### src/rtl/gbt_cnt_pattern_checker_sat_counter.sv
// Saturating up-counter with synchronous reset and clear.
// Clear wins over a same-cycle increment.
module sat_counter #(
    parameter int W = 32
) (
    input  logic         clk,
    input  logic         rst,
    input  logic         clr,
    input  logic         en,
    output logic [W-1:0] q
);

    always_ff @(posedge clk) begin
        if (rst) begin
            q <= '0;
        end else if (clr) begin
            q <= '0;
        end else if (en && (q != '1)) begin
            q <= q + W'(1);
        end
    end

endmodule

### config.mk
export PLATFORM = sky130hd
export DESIGN_NAME = sat_counter
export DESIGN_NICKNAME = d
export VERILOG_FILES = /design/src/rtl/gbt_cnt_pattern_checker_sat_counter.sv
export SDC_FILE = /design/constraint.sdc
export NUM_CORES = 1
export LEC_CHECK = 0
export BUFFER_PORTS_ARGS = -buffer_cell sky130_fd_sc_hd__buf_2
export CAP_MARGIN = 40
export CORE_ASPECT_RATIO = 1.1
export CORE_MARGIN = 1
export CORE_UTILIZATION = 45
export DETAILED_ROUTE_END_ITERATION = 8
export GPL_TIMING_DRIVEN = 0
export PLACE_DENSITY = 0.79
export RECOVER_POWER = 100
export SLEW_MARGIN = 20
export SYNTH_ARGS = -nofsm -noshare
export SYNTH_HDL_FRONTEND = slang
export SYNTH_SLANG_ARGS = --single-unit
### constraint.sdc
create_clock -name clk -period 2.2 [get_ports clk]
set_input_delay 0.55 -clock clk [delete_from_list [all_inputs] [get_ports clk]]
set_output_delay 0.55 -clock clk [all_outputs]
set_load 0.005 [all_outputs]
=== After elaboration in Yosys (flattened, before gate mapping) ===
Cells that the tools add are included.
Widths: inputs -> output; s select.

* Word-level logic and storage cells: 5
* Output and inout port bits: 32
* Bits in registers: 32
* Bits of input ports: 4

* Reductions and logical operators: 2
* $add $sub $neg: 1
* Eq/ne operators: 1

{| class="wikitable"
|+ Operators with widths
! cell !! count
|-
| $add 32x1->32 const B || 1
|-
| $ne 32x32->1 const B || 1
|-
| $reduce_or 2->1 || 1
|-
| $logic_and 1x1->1 || 1
|}

=== Logic depth before layout (Yosys ltp) ===
Gate-level depths: netlist of run 1.

* Depth in word-level cells: 2
* Gate-level depth with buffers: 8
* Mapped depth without buffers: 6

=== Worst setup path after synthesis of run 1 ===
No wires, ideal clock.

* Kind: register to register
* Start point: reg q[0]
* End point: reg q[26]
* Buffers on the path: 0
* Period minus slack after synthesis: 2121 ps
* Library setup time: 70 ps
* Data arrival time: 2051 ps
* Data required time: 2130 ps
* Slack: 79 ps
* Cell stages (with the launch flop): 7
* Cells stage by stage: dfxtp_1 -> ha_1 -> nand2_1 -> or4_4 -> or4_4 -> or3_1 -> a21oi_1

* Longest elaborated chain between the ends: 2
* Elaborated cells on any way between the ends: 3
* Those cells by class: 1 x add/sub; 1 x eq/ne; 1 x reduce/logical

{| class="wikitable"
|+ RTL lines
! element !! line !! RTL
|-
| start: declaration || 10 || <nowiki>output logic [W-1:0] q</nowiki>
|-
| start signal: assignment || 19 || <nowiki>q <= q + W'(1);</nowiki>
|-
| parallel branches: the longest is 2 deep, another holds $add 32x1->32 || -- ||
|}

Several ways; the timed one is not identified.
A chain may end at the register's enable or synchronous reset.

=== Final worst setup path of run 1 ===
* Start point: reg q[0]
* End point: reg q[30]

Same word-level chain as after synthesis.

==> impl_results.html, run 1 <==
<table>
<tr><th>Metric</th><th>Value</th></tr>
<tr><th colspan="2">Global route</th></tr>
<tr><td>Via count of the first global-routing pass</td><td>1445</td></tr>
<tr><td>First-pass GRT wire length</td><td>6600 um</td></tr>
<tr><td>Global router's overall resource usage</td><td>23.1%</td></tr>
<tr><td>Largest net degree at the start of global routing</td><td>11</td></tr>
<tr><td>Overflow left after global routing</td><td>0</td></tr>
<tr><td>Number of antenna violations at the first check in global routing</td><td>0</td></tr>
<tr><th colspan="2">Clocking</th></tr>
<tr><td>H-tree lvl count</td><td>2</td></tr>
<tr><td>Clock-pin slew reported for the worst setup and hold paths after clock tree synthesis</td><td>0.10 ns</td></tr>
<tr><td>Num CTS Buffers</td><td>5</td></tr>
<tr><td>Worst-skew pair later-pin latency</td><td>0.34 ns</td></tr>
<tr><td>Clock buffer depth</td><td>2</td></tr>
<tr><td>Count of hold buffers inserted by post-cts repair</td><td>0</td></tr>
<tr><td>Clock root buffer master</td><td>clkbuf_4</td></tr>
<tr><td>CTS tree</td><td>built</td></tr>
<tr><td>Clock net sink count</td><td>32</td></tr>
<tr><th colspan="2">Status</th></tr>
<tr><td>Run status</td><td>completed</td></tr>
<tr><th colspan="2">Setup path</th></tr>
<tr><td>Element type at the critical path start</td><td>register</td></tr>
<tr><td>Critical path's slowest cell</td><td>or4_4</td></tr>
<tr><td>Startpoint-to-endpoint class of the critical path</td><td>reg -&gt; reg</td></tr>
<tr><td>Worst setup EP type</td><td>register</td></tr>
<tr><td>Req. time, crit path</td><td>2.48 ns</td></tr>
<tr><td>Delay of the slowest critical-path stage</td><td>0.52 ns</td></tr>
<tr><td>Series of cell instances along the critical path</td><td>ha_4 &gt; nand2_2 &gt; or4_4 &gt; or4_4 &gt; or3_1 &gt; a21oi_1</td></tr>
<tr><td>Cell repeated most along the worst path</td><td>or4_4</td></tr>
<tr><td>Max Fanout on Critical Path</td><td>5</td></tr>
<tr><td>Data arrival, critical path</td><td>2.41 ns</td></tr>
<tr><th colspan="2">Route</th></tr>
<tr><td>Vias/cell</td><td>5.80</td></tr>
<tr><td>Total detailed-routing wirelength</td><td>4180 um</td></tr>
<tr><td>Detailed router's first-iteration violation count</td><td>56</td></tr>
<tr><td>Final antenna-violating net count</td><td>0</td></tr>
<tr><td>Residual DRC count</td><td>0</td></tr>
<tr><td>WL/cell</td><td>14.2 um</td></tr>
<tr><td>Router iterations before antenna repair</td><td>4</td></tr>
<tr><td>Vias</td><td>1712</td></tr>
<tr><th colspan="2">STA</th></tr>
<tr><td>Max_slew headroom</td><td>61.8%</td></tr>
<tr><td>Setup TNS</td><td>0 ns</td></tr>
<tr><td>WHS</td><td>0.517 ns</td></tr>
<tr><td>Fmax</td><td>469 MHz</td></tr>
<tr><td>Hold Vio Cnt, Final</td><td>0</td></tr>
<tr><td>Final-report setup violation count</td><td>0</td></tr>
<tr><td>Share of the clock period used by the worst path after layout</td><td>97.0%</td></tr>
<tr><td>Min Tclk post-route</td><td>2.13 ns</td></tr>
<tr><td>Number of pins with negative max-slew slack in the final report</td><td>0</td></tr>
<tr><td>Clock skew</td><td>0.00742 ns</td></tr>
<tr><td>Tightest Pin Transition</td><td>0.571 ns</td></tr>
<tr><td>Setup ws final</td><td>0.0667 ns</td></tr>
<tr><th colspan="2">Yosys</th></tr>
<tr><td>Number of flops mapped to enable cells by yosys</td><td>0</td></tr>
<tr><td>Flip-flop and latch count after synthesis</td><td>32</td></tr>
<tr><td>Post-synthesis async set-or-reset flop share</td><td>0%</td></tr>
<tr><td>Number of distinct library cells after synthesis</td><td>37</td></tr>
<tr><td>Proportion of synthesized chip area in sequential cells</td><td>39.5%</td></tr>
<tr><td>Average instance area after synthesis</td><td>8.18 um^2</td></tr>
<tr><td>Predominant post-synthesis flop cell</td><td>dfxtp_1</td></tr>
<tr><td>Number of synthesis warnings</td><td>0</td></tr>
<tr><td>Mapped Cells</td><td>198</td></tr>
<tr><td>Cell Area, Synth</td><td>0.00162 mm^2</td></tr>
<tr><td>Post-Synthesis Net Count</td><td>203</td></tr>
<tr><th colspan="2">Die</th></tr>
<tr><td>Placement Rows</td><td>22</td></tr>
<tr><td>Io pins</td><td>36</td></tr>
<tr><td>Total Die Area</td><td>0.00385 mm^2</td></tr>
<tr><td>Starting utilization of the core area</td><td>47.9%</td></tr>
<tr><td>Width of the die</td><td>59.2 um</td></tr>
<tr><td>Core area</td><td>0.00339 mm^2</td></tr>
<tr><td>Die H</td><td>64.9 um</td></tr>
<tr><th colspan="2">Layout</th></tr>
<tr><td>Diodes inserted</td><td>0</td></tr>
<tr><td>Final net count</td><td>251</td></tr>
<tr><td>Final instance area</td><td>0.00204 mm^2</td></tr>
<tr><td>Fill cell count</td><td>330</td></tr>
<tr><td>Top register by number of flip-flops</td><td>q</td></tr>
<tr><td>Share of the core filled with cells</td><td>60.3%</td></tr>
<tr><td>Post-synthesis to final-layout area growth</td><td>26.1%</td></tr>
<tr><td>Register Area</td><td>663 um^2</td></tr>
<tr><td>Biggest registers after layout</td><td>q (32)</td></tr>
<tr><td>Fraction of final layout cells with drive strength greater than 1</td><td>28.7%</td></tr>
<tr><td>Flip-flop count of the largest register, all copies and words added</td><td>32</td></tr>
<tr><td>Area occupied by multi-input gates</td><td>992 um^2</td></tr>
<tr><th colspan="2">Run</th></tr>
<tr><td>Max-cap violations</td><td>0</td></tr>
<tr><th colspan="2">Placement</th></tr>
<tr><td>Worst slack, placed</td><td>-0.140 ns</td></tr>
<tr><td>Half-perimeter wire length after detailed placement</td><td>2740 um</td></tr>
<tr><td>Final GP Congestion</td><td>0.872</td></tr>
<tr><td>Area of placed instances</td><td>0.00186 mm^2</td></tr>
<tr><td>Count of port buffers added during placement</td><td>35</td></tr>
<tr><th colspan="2">Power</th></tr>
<tr><td>Pleak</td><td>0.712 nW</td></tr>
<tr><td>Peak VDD IR</td><td>0.000315 V</td></tr>
<tr><td>Pwr dens</td><td>475 mW/mm^2</td></tr>
<tr><th colspan="2">Min path</th></tr>
<tr><td>Tightest Hold Check Type</td><td>reg -&gt; reg</td></tr>
</table>
metal layers:
layer	routed length, um	GRT usage (%)	up-vias
li1	-	-	855
met2	2010	36.0	49
met5	0	0	-
met3	239	6.39	7
met1	1830	28.9	801
met4	94	11.3	0
final cells by class:
class | instances | share of cell area, %
Clock buffer | 8 | 2.88
Multi-Input combinational cell | 153 | 48.6
Tap cell | 48 | 2.94
Inverter | 4 | 0.735
Buffer | 8 | 2.08
Timing Repair Buffer | 42 | 10.3
Sequential cell | 32 | 32.5
synth_stat cells (4+ instances only):
master / count / area [um^2]
a31oi_1: 4 / 25.0
o21ai_1: 5 / 25.0
xnor2_1: 5 / 43.8
nor2_1: 16 / 60.1
nand4_1: 9 / 56.3
inv_1: 4 / 15.0
clkbuf_1: 5 / 18.8
or3_1: 15 / 93.8
o21ai_0: 11 / 55.1
a21oi_1: 15 / 75.1
buf_2: 4 / 20.0
or4_1: 4 / 30.0
nand3_1: 12 / 60.1
nand2_1: 18 / 67.6
dfxtp_1: 32 / 641
nor4_1: 4 / 25.0
nor3_1: 4 / 20.0
what timing repair did:
action	CTS	global route
buffers inserted	3	2
setup endpoints to repair	17	20
pin swaps	3	2
resized for setup	13	19
gates cloned	1	1
worst max-delay path, delay by kind of cell (launching register included):
kind,cells,cell delay (ns)
AO/OA/AOI/OAI,1,0.13
adder cells (fa/ha/maj),1,0.15
flip-flops,1,0.40
AND/OR/NAND/NOR,4,1.39
cells by family after synthesis:
| logic type | after synthesis | share of synthesized area [%] |
|---|---|---|
| AO/OA/AOI/OAI | 54 | 21.4 |
| flip-flops | 32 | 39.5 |
| XOR/XNOR | 7 | 3.78 |
| adder cells (fa/ha/maj) | 1 | 0.772 |
| AND/OR/NAND/NOR | 91 | 31.2 |
| buffers and inverters | 13 | 3.32 |
per-stage QoR:
step,power (W),instances
2_1_floorplan,0.000612,198
3_3_place_gp,0.000625,281
3_5_place_dp,0.000625,281
4_1_cts,0.000979,292
5_1_grt,0.00102,295
6_report,0.000971,295
path summary, 6_finish.rpt:
kind                                         start                 end  slack (ns)  cells past startpoint
worst max-delay path             q[0]$_SDFFE_PP0P_  q[30]$_SDFFE_PP0P_        0.07                      6
worst min-delay path            q[23]$_SDFFE_PP0P_  q[23]$_SDFFE_PP0P_        0.52                      2
worst max register to register   q[0]$_SDFFE_PP0P_  q[30]$_SDFFE_PP0P_        0.07                      6
worst min register to register  q[23]$_SDFFE_PP0P_  q[23]$_SDFFE_PP0P_        0.52                      2
placed cells by master, fill, tap and decap left out, types with 2 or more instances in the layout:
master and n:
a21oi_1 15, clkbuf_4 7, or4_4 3, buf_2 31, xor2_1 2, inv_1 4
o311ai_0 2, nor4_1 3, o211ai_1 3, nor3_1 3, xnor2_1 5, dfxtp_4 3
or4_1 3, nand2_1 17, o21ai_1 5, buf_4 5, and3_1 2, a41o_1 3
dfxtp_1 20, a211oi_1 2, or3_1 15, nand4_1 9, o31ai_1 2, nand3_1 11
a31oi_1 4, clkbuf_1 13, o21ai_0 11, dfxtp_2 9, nor2_1 16
report_power, final:
part	internal [W]	switching (W)	leakage [nW]
clock network	0.000158	0.000199	0.0326
registers	0.000577	0.00000256	0.265
logic	0.0000107	0.0000238	0.415
total	0.000745	0.000225	0.712
Note: power is estimated with default switching activity, not from simulation.
==> run 2, diff against run 1 <==
- CELL_PAD_IN_SITES_DETAIL_PLACEMENT: default -> 1
- CELL_PAD_IN_SITES_GLOBAL_PLACEMENT: default -> 2
- CORE_UTILIZATION: 45 -> 28
- PLACE_DENSITY: 0.79 -> 0.83
==> run 2 against run 1 <==
Against the previous run: largest cell class unchanged; critical path depth shrank 1; design area grew 5.8%; sequential cell count is the same; maximum frequency shrank 0.64%; core utilization shrank 21 points; non-clock buffer count grew 2; first-iteration DRC count shrank 1.8%; clock skew shrank 0.00058 ns; power grew 12%; setup slack lost 0.014 ns; register-to-register slack is essentially flat; worst hold slack lost 0.0088 ns; highest routed layer unchanged.
==> impl_results.html, run 2 (same netlist as run 1, synthesis figures left out) <==
<table>
<tr><th>Metric</th><th>Value</th></tr>
<tr><th colspan="2">Route</th></tr>
<tr><td>Final antenna-violating net count</td><td>0 (unchanged)</td></tr>
<tr><td>WL/cell</td><td>15.1 um (+6.7%)</td></tr>
<tr><td>Vias</td><td>1734 (+1.3%)</td></tr>
<tr><td>Residual DRC count</td><td>0 (unchanged)</td></tr>
<tr><td>Vias/cell</td><td>5.35 (-7.8%)</td></tr>
<tr><td>Detailed router's first-iteration violation count</td><td>55 (-1.8%)</td></tr>
<tr><td>Router iterations before antenna repair</td><td>4 (unchanged)</td></tr>
<tr><td>Total detailed-routing wirelength</td><td>4900 um (+17%)</td></tr>
<tr><th colspan="2">Clocking</th></tr>
<tr><td>Clock buffer depth</td><td>2 (unchanged)</td></tr>
<tr><td>CTS tree</td><td>built</td></tr>
<tr><td>Clock-pin slew reported for the worst setup and hold paths after clock tree synthesis</td><td>0.07 ns (-0.03 ns)</td></tr>
<tr><td>Clock net sink count</td><td>32 (unchanged)</td></tr>
<tr><td>Clock root buffer master</td><td>clkbuf_8</td></tr>
<tr><td>H-tree lvl count</td><td>2 (unchanged)</td></tr>
<tr><td>Num CTS Buffers</td><td>5 (unchanged)</td></tr>
<tr><td>Worst-skew pair later-pin latency</td><td>0.29 ns (-0.05 ns)</td></tr>
<tr><td>Count of hold buffers inserted by post-cts repair</td><td>0 (unchanged)</td></tr>
<tr><th colspan="2">Die</th></tr>
<tr><td>Io pins</td><td>36 (unchanged)</td></tr>
<tr><td>Starting utilization of the core area</td><td>29.6% (-18 points)</td></tr>
<tr><td>Width of the die</td><td>74.5 um (+26%)</td></tr>
<tr><td>Die H</td><td>81.8 um (+26%)</td></tr>
<tr><td>Core area</td><td>0.00547 mm^2 (+61%)</td></tr>
<tr><td>Placement Rows</td><td>28 (+27%)</td></tr>
<tr><td>Total Die Area</td><td>0.00610 mm^2 (+59%)</td></tr>
<tr><th colspan="2">Layout</th></tr>
<tr><td>Area occupied by multi-input gates</td><td>997 um^2 (+0.50%)</td></tr>
<tr><td>Fill cell count</td><td>694 (+110%)</td></tr>
<tr><td>Diodes inserted</td><td>0 (unchanged)</td></tr>
<tr><td>Flip-flop count of the largest register, all copies and words added</td><td>32 (unchanged)</td></tr>
<tr><td>Post-synthesis to final-layout area growth</td><td>33.4%</td></tr>
<tr><td>Fraction of final layout cells with drive strength greater than 1</td><td>32.1% (+3.4 points)</td></tr>
<tr><td>Commonest cells after routing, fill and taps aside</td><td>buf_2, nand2_1, dfxtp_1</td></tr>
<tr><td>Register Area</td><td>672 um^2 (+1.3%)</td></tr>
<tr><td>Share of the core filled with cells</td><td>39.5% (-21 points)</td></tr>
<tr><td>Most common cell after layout, fill and taps aside</td><td>buf_2</td></tr>
<tr><td>Top register by number of flip-flops</td><td>q</td></tr>
<tr><td>Biggest registers after layout</td><td>q (32)</td></tr>
<tr><td>Final net count</td><td>253 (+0.80%)</td></tr>
<tr><th colspan="2">STA</th></tr>
<tr><td>Share of the clock period used by the worst path after layout</td><td>97.6% (+0.62 points)</td></tr>
<tr><td>Tightest Pin Transition</td><td>0.632 ns (+0.0618 ns)</td></tr>
<tr><td>Number of pins with negative max-slew slack in the final report</td><td>0 (unchanged)</td></tr>
<tr><td>Min Tclk post-route</td><td>2.15 ns (+0.0137 ns)</td></tr>
<tr><td>Setup ws final</td><td>0.0530 ns (-0.0137 ns)</td></tr>
<tr><td>Fmax</td><td>466 MHz (-0.64%)</td></tr>
<tr><td>Final-report setup violation count</td><td>0 (unchanged)</td></tr>
<tr><td>RSZ-0062 raised after global routing</td><td>yes</td></tr>
<tr><td>Clock skew</td><td>0.00685 ns (-0.000579 ns)</td></tr>
<tr><td>Max_slew headroom</td><td>57.6% (-4.1 points)</td></tr>
<tr><td>Hold Vio Cnt, Final</td><td>0 (unchanged)</td></tr>
<tr><th colspan="2">Setup path</th></tr>
<tr><td>R2R Path Start</td><td>q[7]$_SDFFE_PP0P_</td></tr>
<tr><td>Reg-to-reg setup timing slack</td><td>0.05 ns (about the same)</td></tr>
<tr><td>Endpoint of the worst setup timing path</td><td>q[30]$_SDFFE_PP0P_</td></tr>
<tr><td>Data arrival, critical path</td><td>2.37 ns (-0.04 ns)</td></tr>
<tr><td>Beginning of the critical path</td><td>q[7]$_SDFFE_PP0P_</td></tr>
<tr><td>Worst flop-to-flop path endpoint</td><td>q[30]$_SDFFE_PP0P_</td></tr>
<tr><td>Max Fanout on Critical Path</td><td>5 (unchanged)</td></tr>
<tr><td>Worst setup EP type</td><td>register</td></tr>
<tr><td>Element type at the critical path start</td><td>register</td></tr>
<tr><td>Startpoint-to-endpoint class of the critical path</td><td>reg -&gt; reg</td></tr>
<tr><td>Number of cells traversed by the worst register-to-register path</td><td>5 (-1)</td></tr>
<tr><td>Req. time, crit path</td><td>2.42 ns (-0.06 ns)</td></tr>
<tr><th colspan="2">Power</th></tr>
<tr><td>Pleak</td><td>0.749 nW (+5.2%)</td></tr>
<tr><td>Pwr dens</td><td>503 mW/mm^2 (+6.0%)</td></tr>
<tr><td>Peak VDD IR</td><td>0.000235 V (-25%)</td></tr>
<tr><th colspan="2">Placement</th></tr>
<tr><td>Final GP Congestion</td><td>0.731 (-16%)</td></tr>
<tr><td>Worst slack, placed</td><td>-0.251 ns (-0.111 ns)</td></tr>
<tr><td>Half-perimeter wire length after detailed placement</td><td>3430 um (+25%)</td></tr>
<tr><td>Count of port buffers added during placement</td><td>35 (unchanged)</td></tr>
<tr><th colspan="2">Global route</th></tr>
<tr><td>First-pass GRT wire length</td><td>8150 um (+24%)</td></tr>
<tr><td>Via count of the first global-routing pass</td><td>1688 (+17%)</td></tr>
<tr><td>Largest net degree at the start of global routing</td><td>11 (unchanged)</td></tr>
<tr><td>Overflow left after global routing</td><td>0 (unchanged)</td></tr>
<tr><td>Number of antenna violations at the first check in global routing</td><td>0 (unchanged)</td></tr>
<tr><td>Global router's overall resource usage</td><td>17.7% (-5.5 points)</td></tr>
<tr><th colspan="2">Run</th></tr>
<tr><td>Max-cap violations</td><td>0 (unchanged)</td></tr>
<tr><th colspan="2">Min path</th></tr>
<tr><td>Tightest Hold Check Type</td><td>reg -&gt; reg</td></tr>
<tr><th colspan="2">Status</th></tr>
<tr><td>Run status</td><td>completed</td></tr>
</table>
[run 2: through the flow]
stage               setup TNS, ns  area (um^2)  std cells  total power (W)  hold slack, ns
finish                          0         2160        324          0.00109           0.508
global placement            -2.30         1890        308         0.000628           0.495
global route              -0.0129         2160        324          0.00114           0.544
floorplan                       0         1620        198         0.000612           0.487
detailed placement          -2.66         1890        308         0.000628           0.504
CTS                             0         2110        323          0.00110           0.502
[run 2: how the worst min path moves through the flow]
stage                       startpoint                 end  slack (ns)  cells after the start
finish              q[17]$_SDFFE_PP0P_  q[17]$_SDFFE_PP0P_        0.51                      2
global route        q[17]$_SDFFE_PP0P_  q[17]$_SDFFE_PP0P_        0.54                      2
CTS                  q[7]$_SDFFE_PP0P_   q[7]$_SDFFE_PP0P_        0.50                      1
detailed placement   q[1]$_SDFFE_PP0P_   q[1]$_SDFFE_PP0P_        0.50                      2
global placement    q[27]$_SDFFE_PP0P_  q[27]$_SDFFE_PP0P_        0.50                      2
floorplan           q[27]$_SDFFE_PP0P_  q[27]$_SDFFE_PP0P_        0.49                      2
[run 2: metal layers]
metal	share of wire [%]	track usage (%)	routed length, um
met1	46	23.0	2250
met2	50	28.5	2470
met3	2.6	4.17	128
met4	1.2	5.85	59
met5	0	0	0
[run 2: final cells by class]
cell class                      count  area share [%]
Multi-Input combinational cell    153            46.1
Sequential cell                    32            31.1
Timing Repair Buffer               44            11.0
Tap cell                           75            4.34
Clock buffer                        6            3.82
Buffer                              8            2.43
Inverter                            4           0.695
Clock inverter                      2           0.463
[run 2: report_power, final]
part | switching (W) | internal [W] | leakage (nW) | total (W)
Sequential | 0.00000158 | 0.000575 | 0.267 | 0.000577
Clock | 0.000225 | 0.000249 | 0.0510 | 0.000474
Combinational | 0.0000257 | 0.0000116 | 0.431 | 0.0000373
Total | 0.000252 | 0.000836 | 0.749 | 0.00109
[run 2: worst max-delay path, stage by stage (launching register included)]
cell and delay [ns]:
dfxtp_1 0.42, inv_1 0.13, or4_4 0.57, or4_4 0.47, or3_1 0.38, a21oi_2 0.12
[run 2: repair_timing]
action,CTS,global route
resized for setup,29,13
pin swaps,10,2
hold endpoints to repair,0,0
setup endpoints to repair,19,29
buffers inserted,7,2
